## src/rtl/ahb_frame_reader.sv

```systemverilog
// Read-only AHB master: fetches in_len consecutive words from in_src_addr into a FIFO and streams them out.
// Optional macro AHB_FRAME_READER_IRQ_WAIT_EN holds the first read until in_interrupt is seen high.
module ahb_frame_reader #(
   parameter int unsigned FIFO_DEPTH = 8,
   parameter logic [31:0] IDLE_ADDR  = 32'hF000_0000
) (
   input  logic        in_HCLK,
   input  logic        in_HRESET,
   input  logic        in_start,
   input  logic [31:0] in_src_addr,
   input  logic [15:0] in_len,
   input  logic        in_interrupt,
   input  logic        in_HREADY,
   input  logic [31:0] in_HRDATA,
   output logic [31:0] out_HADDR,
   output logic        out_HWRITE,
   output logic [31:0] out_HWDATA,
   output logic [31:0] out_data,
   output logic        out_valid,
   input  logic        in_ready,
   output logic        out_busy,
   output logic        out_done
);

   localparam int unsigned AW = $clog2(FIFO_DEPTH);
   localparam int unsigned CW = AW + 1;
   localparam logic [CW-1:0] DEPTH_C = CW'(FIFO_DEPTH);

   typedef enum logic [2:0] {
      IDLE     = 3'd0,
      WAIT_IRQ = 3'd1,
      READ     = 3'd2,
      DRAIN    = 3'd3,
      DONE     = 3'd4
   } state_t;

   state_t        state_r;
   logic [31:0]   haddr_r;
   logic          addr_vld_r;
   logic [31:0]   next_addr_r;
   logic [15:0]   rem_r;
   logic          busy_r;
   logic          done_r;
   logic          armed_r;
   logic          outst_r;
   logic [CW-1:0] count_r;
   logic [AW-1:0] wr_ptr_r;
   logic [AW-1:0] rd_ptr_r;
   logic [31:0]   mem_r [FIFO_DEPTH];
   logic          valid_r;
   logic [31:0]   data_r;

   logic          accept_s;
   logic          push_s;
   logic          pop_s;
   logic [CW-1:0] count_nxt_s;
   logic          outst_nxt_s;
   logic [15:0]   rem_nxt_s;
   logic [31:0]   addr_nxt_s;
   logic          room_s;
   logic [AW-1:0] rd_nxt_s;
   logic [31:0]   head_nxt_s;

`ifndef AHB_FRAME_READER_IRQ_WAIT_EN
   logic unused_s;
   assign unused_s = in_interrupt;
`endif

   // Next-cycle view of the bus handshake and FIFO occupancy, shared by the FSM and the FIFO.
   always_comb begin
      accept_s    = (state_r == READ) && addr_vld_r && in_HREADY;
      push_s      = outst_r && in_HREADY;
      pop_s       = valid_r && in_ready;
      count_nxt_s = count_r + CW'(push_s) - CW'(pop_s);
      outst_nxt_s = accept_s | (outst_r & ~push_s);
      rem_nxt_s   = accept_s ? rem_r - 16'd1 : rem_r;
      addr_nxt_s  = accept_s ? next_addr_r + 32'd4 : next_addr_r;
      // Words in flight count against FIFO space so a capture can never find it full.
      room_s      = (count_nxt_s + CW'(outst_nxt_s)) < DEPTH_C;
      rd_nxt_s    = pop_s ? rd_ptr_r + AW'(1'b1) : rd_ptr_r;
      if (push_s && ((count_r - CW'(pop_s)) == {CW{1'b0}})) begin
         head_nxt_s = in_HRDATA;
      end else begin
         head_nxt_s = mem_r[rd_nxt_s];
      end
   end

   // Command FSM and registered address phase.
   always_ff @(posedge in_HCLK or negedge in_HRESET) begin
      if (!in_HRESET) begin
         state_r     <= IDLE;
         haddr_r     <= IDLE_ADDR;
         addr_vld_r  <= 1'b0;
         next_addr_r <= 32'h0000_0000;
         rem_r       <= 16'd0;
         busy_r      <= 1'b0;
         done_r      <= 1'b0;
         armed_r     <= 1'b0;
      end else begin
         done_r  <= 1'b0;
         armed_r <= 1'b1;
         case (state_r)
            IDLE: begin
               if (in_start && armed_r) begin
                  busy_r      <= 1'b1;
                  next_addr_r <= in_src_addr;
                  rem_r       <= in_len;
                  if (in_len == 16'd0) begin
                     state_r <= DONE;
                  end else begin
`ifdef AHB_FRAME_READER_IRQ_WAIT_EN
                     state_r <= WAIT_IRQ;
`else
                     state_r <= READ;
                     if (in_HREADY) begin
                        haddr_r    <= in_src_addr;
                        addr_vld_r <= 1'b1;
                     end
`endif
                  end
               end
            end
`ifdef AHB_FRAME_READER_IRQ_WAIT_EN
            WAIT_IRQ: begin
               if (in_interrupt) begin
                  state_r <= READ;
                  if (in_HREADY) begin
                     haddr_r    <= next_addr_r;
                     addr_vld_r <= 1'b1;
                  end
               end
            end
`endif
            READ: begin
               next_addr_r <= addr_nxt_s;
               rem_r       <= rem_nxt_s;
               // The address (real or idle) only moves on an edge where the bus is ready.
               if (in_HREADY) begin
                  if ((rem_nxt_s != 16'd0) && room_s) begin
                     haddr_r    <= addr_nxt_s;
                     addr_vld_r <= 1'b1;
                  end else begin
                     haddr_r    <= IDLE_ADDR;
                     addr_vld_r <= 1'b0;
                  end
               end
               if (rem_nxt_s == 16'd0) begin
                  state_r <= DRAIN;
               end
            end
            DRAIN: begin
               if (!outst_r && (count_r == {CW{1'b0}})) begin
                  state_r <= DONE;
               end
            end
            DONE: begin
               done_r  <= 1'b1;
               busy_r  <= 1'b0;
               state_r <= IDLE;
            end
            default: begin
               state_r    <= IDLE;
               haddr_r    <= IDLE_ADDR;
               addr_vld_r <= 1'b0;
               busy_r     <= 1'b0;
            end
         endcase
      end
   end

   // FIFO pointers, occupancy, outstanding data phase and registered stream head.
   always_ff @(posedge in_HCLK or negedge in_HRESET) begin
      if (!in_HRESET) begin
         outst_r  <= 1'b0;
         count_r  <= {CW{1'b0}};
         wr_ptr_r <= {AW{1'b0}};
         rd_ptr_r <= {AW{1'b0}};
         valid_r  <= 1'b0;
         data_r   <= 32'h0000_0000;
      end else begin
         outst_r  <= outst_nxt_s;
         count_r  <= count_nxt_s;
         rd_ptr_r <= rd_nxt_s;
         if (push_s) begin
            wr_ptr_r <= wr_ptr_r + AW'(1'b1);
         end
         valid_r  <= (count_nxt_s != {CW{1'b0}});
         data_r   <= head_nxt_s;
      end
   end

   // FIFO storage.
   always_ff @(posedge in_HCLK) begin
      if (push_s) begin
         mem_r[wr_ptr_r] <= in_HRDATA;
      end
   end

   assign out_HADDR  = haddr_r;
   assign out_HWRITE = 1'b0;
   assign out_HWDATA = 32'h0000_0000;
   assign out_data   = data_r;
   assign out_valid  = valid_r;
   assign out_busy   = busy_r;
   assign out_done   = done_r;

endmodule
```

## config.mk

```make
export PLATFORM = sky130hd
export DESIGN_NAME = ahb_frame_reader
export DESIGN_NICKNAME = d
export VERILOG_FILES = /design/src/rtl/ahb_frame_reader.sv
export SDC_FILE = /design/constraint.sdc
export NUM_CORES = 1
export LEC_CHECK = 0
export CORE_MARGIN = 2
export CORE_UTILIZATION = 48
export CTS_CLUSTER_DIAMETER = 40
export DETAILED_ROUTE_END_ITERATION = 16
export MAX_ROUTING_LAYER = met4
export PLACE_DENSITY = 0.82
export SLEW_MARGIN = 20
export SYNTH_ARGS = -nofsm -noshare
export SYNTH_HDL_FRONTEND = slang
export SYNTH_SLANG_ARGS = --single-unit
```

## constraint.sdc

```tcl
create_clock -name in_HCLK -period 11.1 [get_ports in_HCLK]
set_clock_uncertainty 0.2 [all_clocks]
set_input_delay 1.665 -clock in_HCLK [delete_from_list [all_inputs] [get_ports in_HCLK]]
set_output_delay 1.665 -clock in_HCLK [all_outputs]
set_load 0.01 [all_outputs]
```

# --- Yosys cells after proc, flatten, opt, wreduce, memory -nomap -nowiden ---
# Memories as Yosys holds them, arrays and structs flattened.
# Index checks and enable logic that the tools add are counted.
classes:
  n_addsub: 8
  order_cmp: 1
  n_eq_ne: 9
  mux: 30
  bitwise: 5
  n_reduce_logical: 23
op_table:
  columns: ["op", "n"]
  rows:
  - ["32-bit 2-to-1 mux", 8]
  - ["32-bit one-hot mux with 3 select lines", 1]
  - ["32-bit one-hot mux with 2 select lines", 1]
  - ["32-bit by 3-bit adder with 32-bit output, second input constant", 1]
  - ["16-bit logical NOT", 2]
  - ["16-bit 2-to-1 mux", 2]
  - ["16-bit one-hot mux with 2 select lines", 1]
  - ["16-bit nonzero test", 1]
  - ["16-bit by 1-bit subtractor with 16-bit output, second input constant", 1]
  - ["3-bit 2-to-1 mux", 5]
  - ["2-bit inequality test, second input constant", 5]
  - ["1-bit 2-to-1 mux", 9]
  - ["3-bit one-hot mux with 3 select lines", 1]
  - ["4-bit by 1-bit adder with 4-bit output", 2]
  - ["1-bit logical AND", 8]
  - ["4-bit logical NOT", 2]
  - ["4-bit by 1-bit subtractor with 4-bit output", 2]
  - ["3-bit by 1-bit adder with 3-bit output, second input constant", 2]
  - ["3-bit by 2-bit equality test with 1-bit output, second input constant", 2]
  - ["5-bit AND reduction", 1]
  - ["4-bit less-than comparator, second input constant", 1]
  - ["2-bit AND reduction", 2]
  - ["4-bit nonzero test", 1]
  - ["2-bit OR reduction", 2]
  - ["other kinds (11)", 13]
totals:
  ff_bits: 131
  mem_bits_rw: 256
  word_cells: 91
  memories: 1
memory_table:
  columns: ["name", "words", "width", "rd", "rd_ports_with_merged_regs", "write_ports", "line_no", "source"]
  rows:
  - ["mem_r", 8, 32, 1, 0, 1, "49", "logic [31:0] mem_r [FIFO_DEPTH];"]

# --- Depth between registers and ports, before layout ---
logic_depth:
  word_depth: 10
  mapped_depth: 13

# --- Worst setup path after synthesis ---
# Ideal clock, no wire load.
synth_timing:
  path_type: "input to register"
  start: "input in_HREADY"
  end: "memory mem_r[2][0] (enable)"
  setup_ns: 0.513
  arrival_time_ns: 5.430
  required_time_ns: 10.387
  path_slack_ns: 4.957
  stages: 3
  path_cell_list: "buf_2 nand2_1 nor4b_1"
synth_via:
  elab_chain_cells: 3
synth_rtl:
  columns: ["element", "line_no", "source"]
  rows:
  - ["start, declared", "13", "input logic in_HREADY,"]
  - ["1-bit logical AND", "72", "push_s = outst_r && in_HREADY;"]
  - ["1-bit 2-to-1 mux", "194", "if (push_s) begin"]
  - ["1-bit 2-to-1 mux (not written as such)", "195", "mem_r[wr_ptr_r] <= in_HRDATA;"]
  - ["end, declared", "49", null]
# No other way between the ends.

# --- Worst setup path in the final report ---
layout_timing:
  start: "input in_HREADY"
  end: "register haddr_r[14], in the netlist out_HADDR[14]"
layout_lines:
  columns: ["element", "line_no", "source"]
  rows:
  - ["1-bit logical AND", "72", null]
  - ["4-bit by 1-bit adder with 4-bit output", "74", "count_nxt_s = count_r + CW'(push_s) - CW'(pop_s);"]
  - ["4-bit by 1-bit subtractor with 4-bit output", "74", null]
  - ["named net count_nxt_s[2]", "56", "logic [CW-1:0] count_nxt_s;"]
  - ["4-bit by 1-bit adder with 4-bit output", "79", "room_s = (count_nxt_s + CW'(outst_nxt_s)) < DEPTH_C;"]
  - ["4-bit less-than comparator", "79", null]
  - ["1-bit logical AND", "139", "if ((rem_nxt_s != 16'd0) && room_s) begin"]
  - ["32-bit 2-to-1 mux", "139", null]
  - ["32-bit 2-to-1 mux", "138", "if (in_HREADY) begin"]
  - ["32-bit one-hot mux with 3 select lines", "102", "case (state_r)"]
  - ["end signal, assigned", "116", "haddr_r <= in_src_addr;"]
  - ["end signal, assigned", "140", "haddr_r <= addr_nxt_s;"]
  - ["end, declared", "38", "logic [31:0] haddr_r;"]
# The timed path passes the listed nets, and every way through them passes these cells. The select of a mux whose other input is x is not followed.
# A chain may end at the register's enable or synchronous reset.

==> metrics.md <==
| Metric | Value |
|---|---|
| Peak VDD IR | `0.244 mV` |
| Row cnt | `68` |
| CP Data Required Time | `11370 ps` |
| Sequential share of the synthesized area | `65.3%` |
| Die Y | `191 um` |
| Min Clock Period, post-route | `5360 ps` |
| CTS tree | `built` |
| Drt wl/cell | `21.3 um` |
| Hold Path End | `out_HADDR[28]$_DFFE_PN1P_` |
| Flop-to-flop setup slack | `7200 ps` |
| Postcts setup bufs | `0` |
| Hold Crit Start | `out_HADDR[28]$_DFFE_PN1P_` |
| Initial antenna violation count | `1` |
| Final wirelength | `38800 um` |
| Post-route cell area | `20300 um2` |
| RePlAce Congestion | `0.869` |
| First-pass DRT Iterations | `5` |
| Post-CTS sizing | `0` |
| Worst min-delay path category | `reg2reg` |
| DRC | `0` |
| Area Overhead vs Synth | `20.8%` |
| Slew at the pin with the worst max-slew slack | `933 ps` |
| Setup violators final | `0` |
| Largest net degree at the start of global routing | `84` |
| EDFF count, synth | `256` |
| Count leader, synth | `edfxtp_1` |
| H-tree levels | `2` |
| Pre-CTS WS | `5140 ps` |
| PwrDens | `253 nW/um2` |
| Leakage | `7.31 nW` |
| Port Buffers | `151` |
| Period utilisation layout | `48.3%` |
| Die X-Extent | `191 um` |
| Met3 GRT Util | `4.41%` |
| Max-slew headroom | `37.8%` |
| Critical Path Sink Type | `flop` |
| Layout net count | `1427` |
| Setup tns final | `0 ps` |
| First-pass GRT wire length | `59200 um` |
| Avg Inst Size Synth | `14.3 um2` |
| Worst endpoint data arrival time | `5630 ps` |
| Mapped Cells | `1177` |
| Hold Path Depth | `2` |
| Synth top area share | `45.8%` |
| DR vias | `10.6k` |
| Longest Clk Path Bufs | `3` |
| Post-synth top flop | `edfxtp_1` |
| Reg2reg path depth | `10` |
| Synth unique cells | `66` |
| Fmax | `0.187 GHz` |
| Initial DRC count | `948` |
| Top cells by area, synth | `edfxtp_1, dfrtp_1, mux4_2, o21ai_0, mux2i_1` |
| Max-cap violations | `0` |
| Routing usage on met2 | `36.1%` |
| FFs w/ async S/R, synth | `33.9%` |
| Fillers | `2550` |
| CTS Buf Count | `47` |
| Post-Place Cell Area | `18700 um2` |
| GRT Total Usage | `22.1%` |
| Placeable Area | `34500 um2` |
| Worst-Skew Late Latency | `580 ps` |
| Clk pin slew, worst setup/hold paths | `50 ps` |
| GRT Max-Usage Layer | `met2` |
| GR met1 Demand/Resource | `27.7%` |
| Yosys warnings | `0` |
| Worst Setup Start Kind | `input port` |
| Most instantiated cells after synthesis | `edfxtp_1, dfrtp_1, nand2_1, o21ai_0, a21oi_1` |
| WS Path Type | `in2reg` |
| CTS Root Cell | `clkbuf_16` |
| Unrepaired setup endpoints after global routing | `false` |
| Max Slew Vio Count | `0` |
| Final Hold Viols | `0` |
| Status | `finished clean` |
| Leading area contributor after synthesis | `edfxtp_1` |
| Vias per Instance | `5.79` |
| Reg-to-Reg End | `out_HADDR[14]$_DFFE_PN0P_` |
| Setup ws final | `5740 ps` |
| Post-DP HPWL | `22100 um` |
| Post-route ant nets | `0` |
| Register bit total from synthesis | `387` |
| CTS hold repair buffers | `0` |
| Vias in the first global route | `10.3k` |
| Reg-to-reg startpoint | `outst_r$_DFF_PN0_` |
| Synthesized area | `16800 um2` |
| CP Max Fanout | `27` |
| Clk sink count | `387` |
| Final core occ | `58.8%` |
| GRT overflow | `0` |
| Initial Utilization | `48.6%` |
| Ports | `186` |
| Fraction of layout cells with a size suffix above 1 | `14.0%` |
| Die footprint | `36500 um2` |
## flip-flops by register name (all words and copies together) (netlist names), 3 cells and up
| register | count |
|---|---|
| rd_ptr_r | 3 |
| mem_r | 256 |
| state_r | 3 |
| count_r | 4 |
| rem_r | 16 |
| wr_ptr_r | 3 |
| next_addr_r | 32 |
| out_HADDR | 32 |
| out_data | 32 |
## cell type report
| cell class | count | area [um2] | share of cell area, % |
|---|---|---|---|
| antenna | 1 | 2.50 | 0.0123 |
| sequential | 387 | 11000 | 54.0 |
| clock inverter | 25 | 280 | 1.38 |
| tap | 455 | 569 | 2.80 |
| inverter | 42 | 158 | 0.777 |
| multi-input combinational | 681 | 5370 | 26.4 |
| clock buffer | 63 | 1300 | 6.39 |
| timing repair buffer | 170 | 1660 | 8.16 |
## metal layers
| layer | share of wire (%) | up-vias |
|---|---|---|
| met2 | 50 | 505 |
| met4 | 2.9 | 0 |
| li1 | - | 4746 |
| met3 | 8.1 | 80 |
| met5 | 0 | - |
| met1 | 39 | 5221 |
## worst max path at each step
stage	slack [ps]	start	cells after the start	end
4_1_cts	5710	in_HREADY	11	out_HADDR[14]$_DFFE_PN0P_
3_3_place_gp	5320	in_HREADY	11	out_HADDR[18]$_DFFE_PN0P_
3_5_place_dp	5140	in_HREADY	11	out_HADDR[14]$_DFFE_PN0P_
5_1_grt	5420	in_HREADY	11	out_HADDR[19]$_DFFE_PN0P_
2_1_floorplan	4960	in_HREADY	3	mem_r[2][0]$_DFFE_PP_
6_report	5740	in_HREADY	11	out_HADDR[14]$_DFFE_PN0P_
## report_power, final
part / switching, mW / total (mW) / internal [mW]
clock: 0.611 / 1.51 / 0.904
combinational: 0.829 / 1.64 / 0.816
sequential: 0.179 / 1.99 / 1.81
total: 1.62 / 5.15 / 3.53
## kinds of logic after synthesis
group	count (synthesis)	synth area share, %
buf+inv	141	4.13
mux	100	10.7
flops	387	65.3
compound gates	254	9.17
fa+ha+maj	12	0.938
other cells	2	0.0447
simple gates	242	7.63
xor+xnor	39	2.03
## critical path: stages
cell and delay, ps:
clkdlybuf4s50_1 690, nand2_1 360, ha_1 400, inv_1 40, ha_1 200, fa_1 400, xnor2_1 260, nand4_1 160
xnor2_1 410, nand4_2 640, o21ai_0 390
## cells in the final DEF, fill, tap and decap left out, types with 29 or more instances in the layout
cell	instances
a21oi_1	65
a22oi_1	36
clkbuf_16	47
clkdlybuf4s50_1	150
conb_1	34
dfrtp_1	127
edfxtp_1	256
inv_1	42
mux2i_1	33
mux4_2	64
nand2_1	70
nor2_1	55
o21ai_0	69
xnor2_1	29
## through the flow
step	power [mW]	cells	hold slack, ps
finish	5.15	1824	261
global route	5.41	1824	273
CTS	5.19	1823	261
detailed placement	3.65	1735	255
global placement	3.60	1735	255
floorplan	3.08	1209	266
Power figures use the tool's default switching activity.
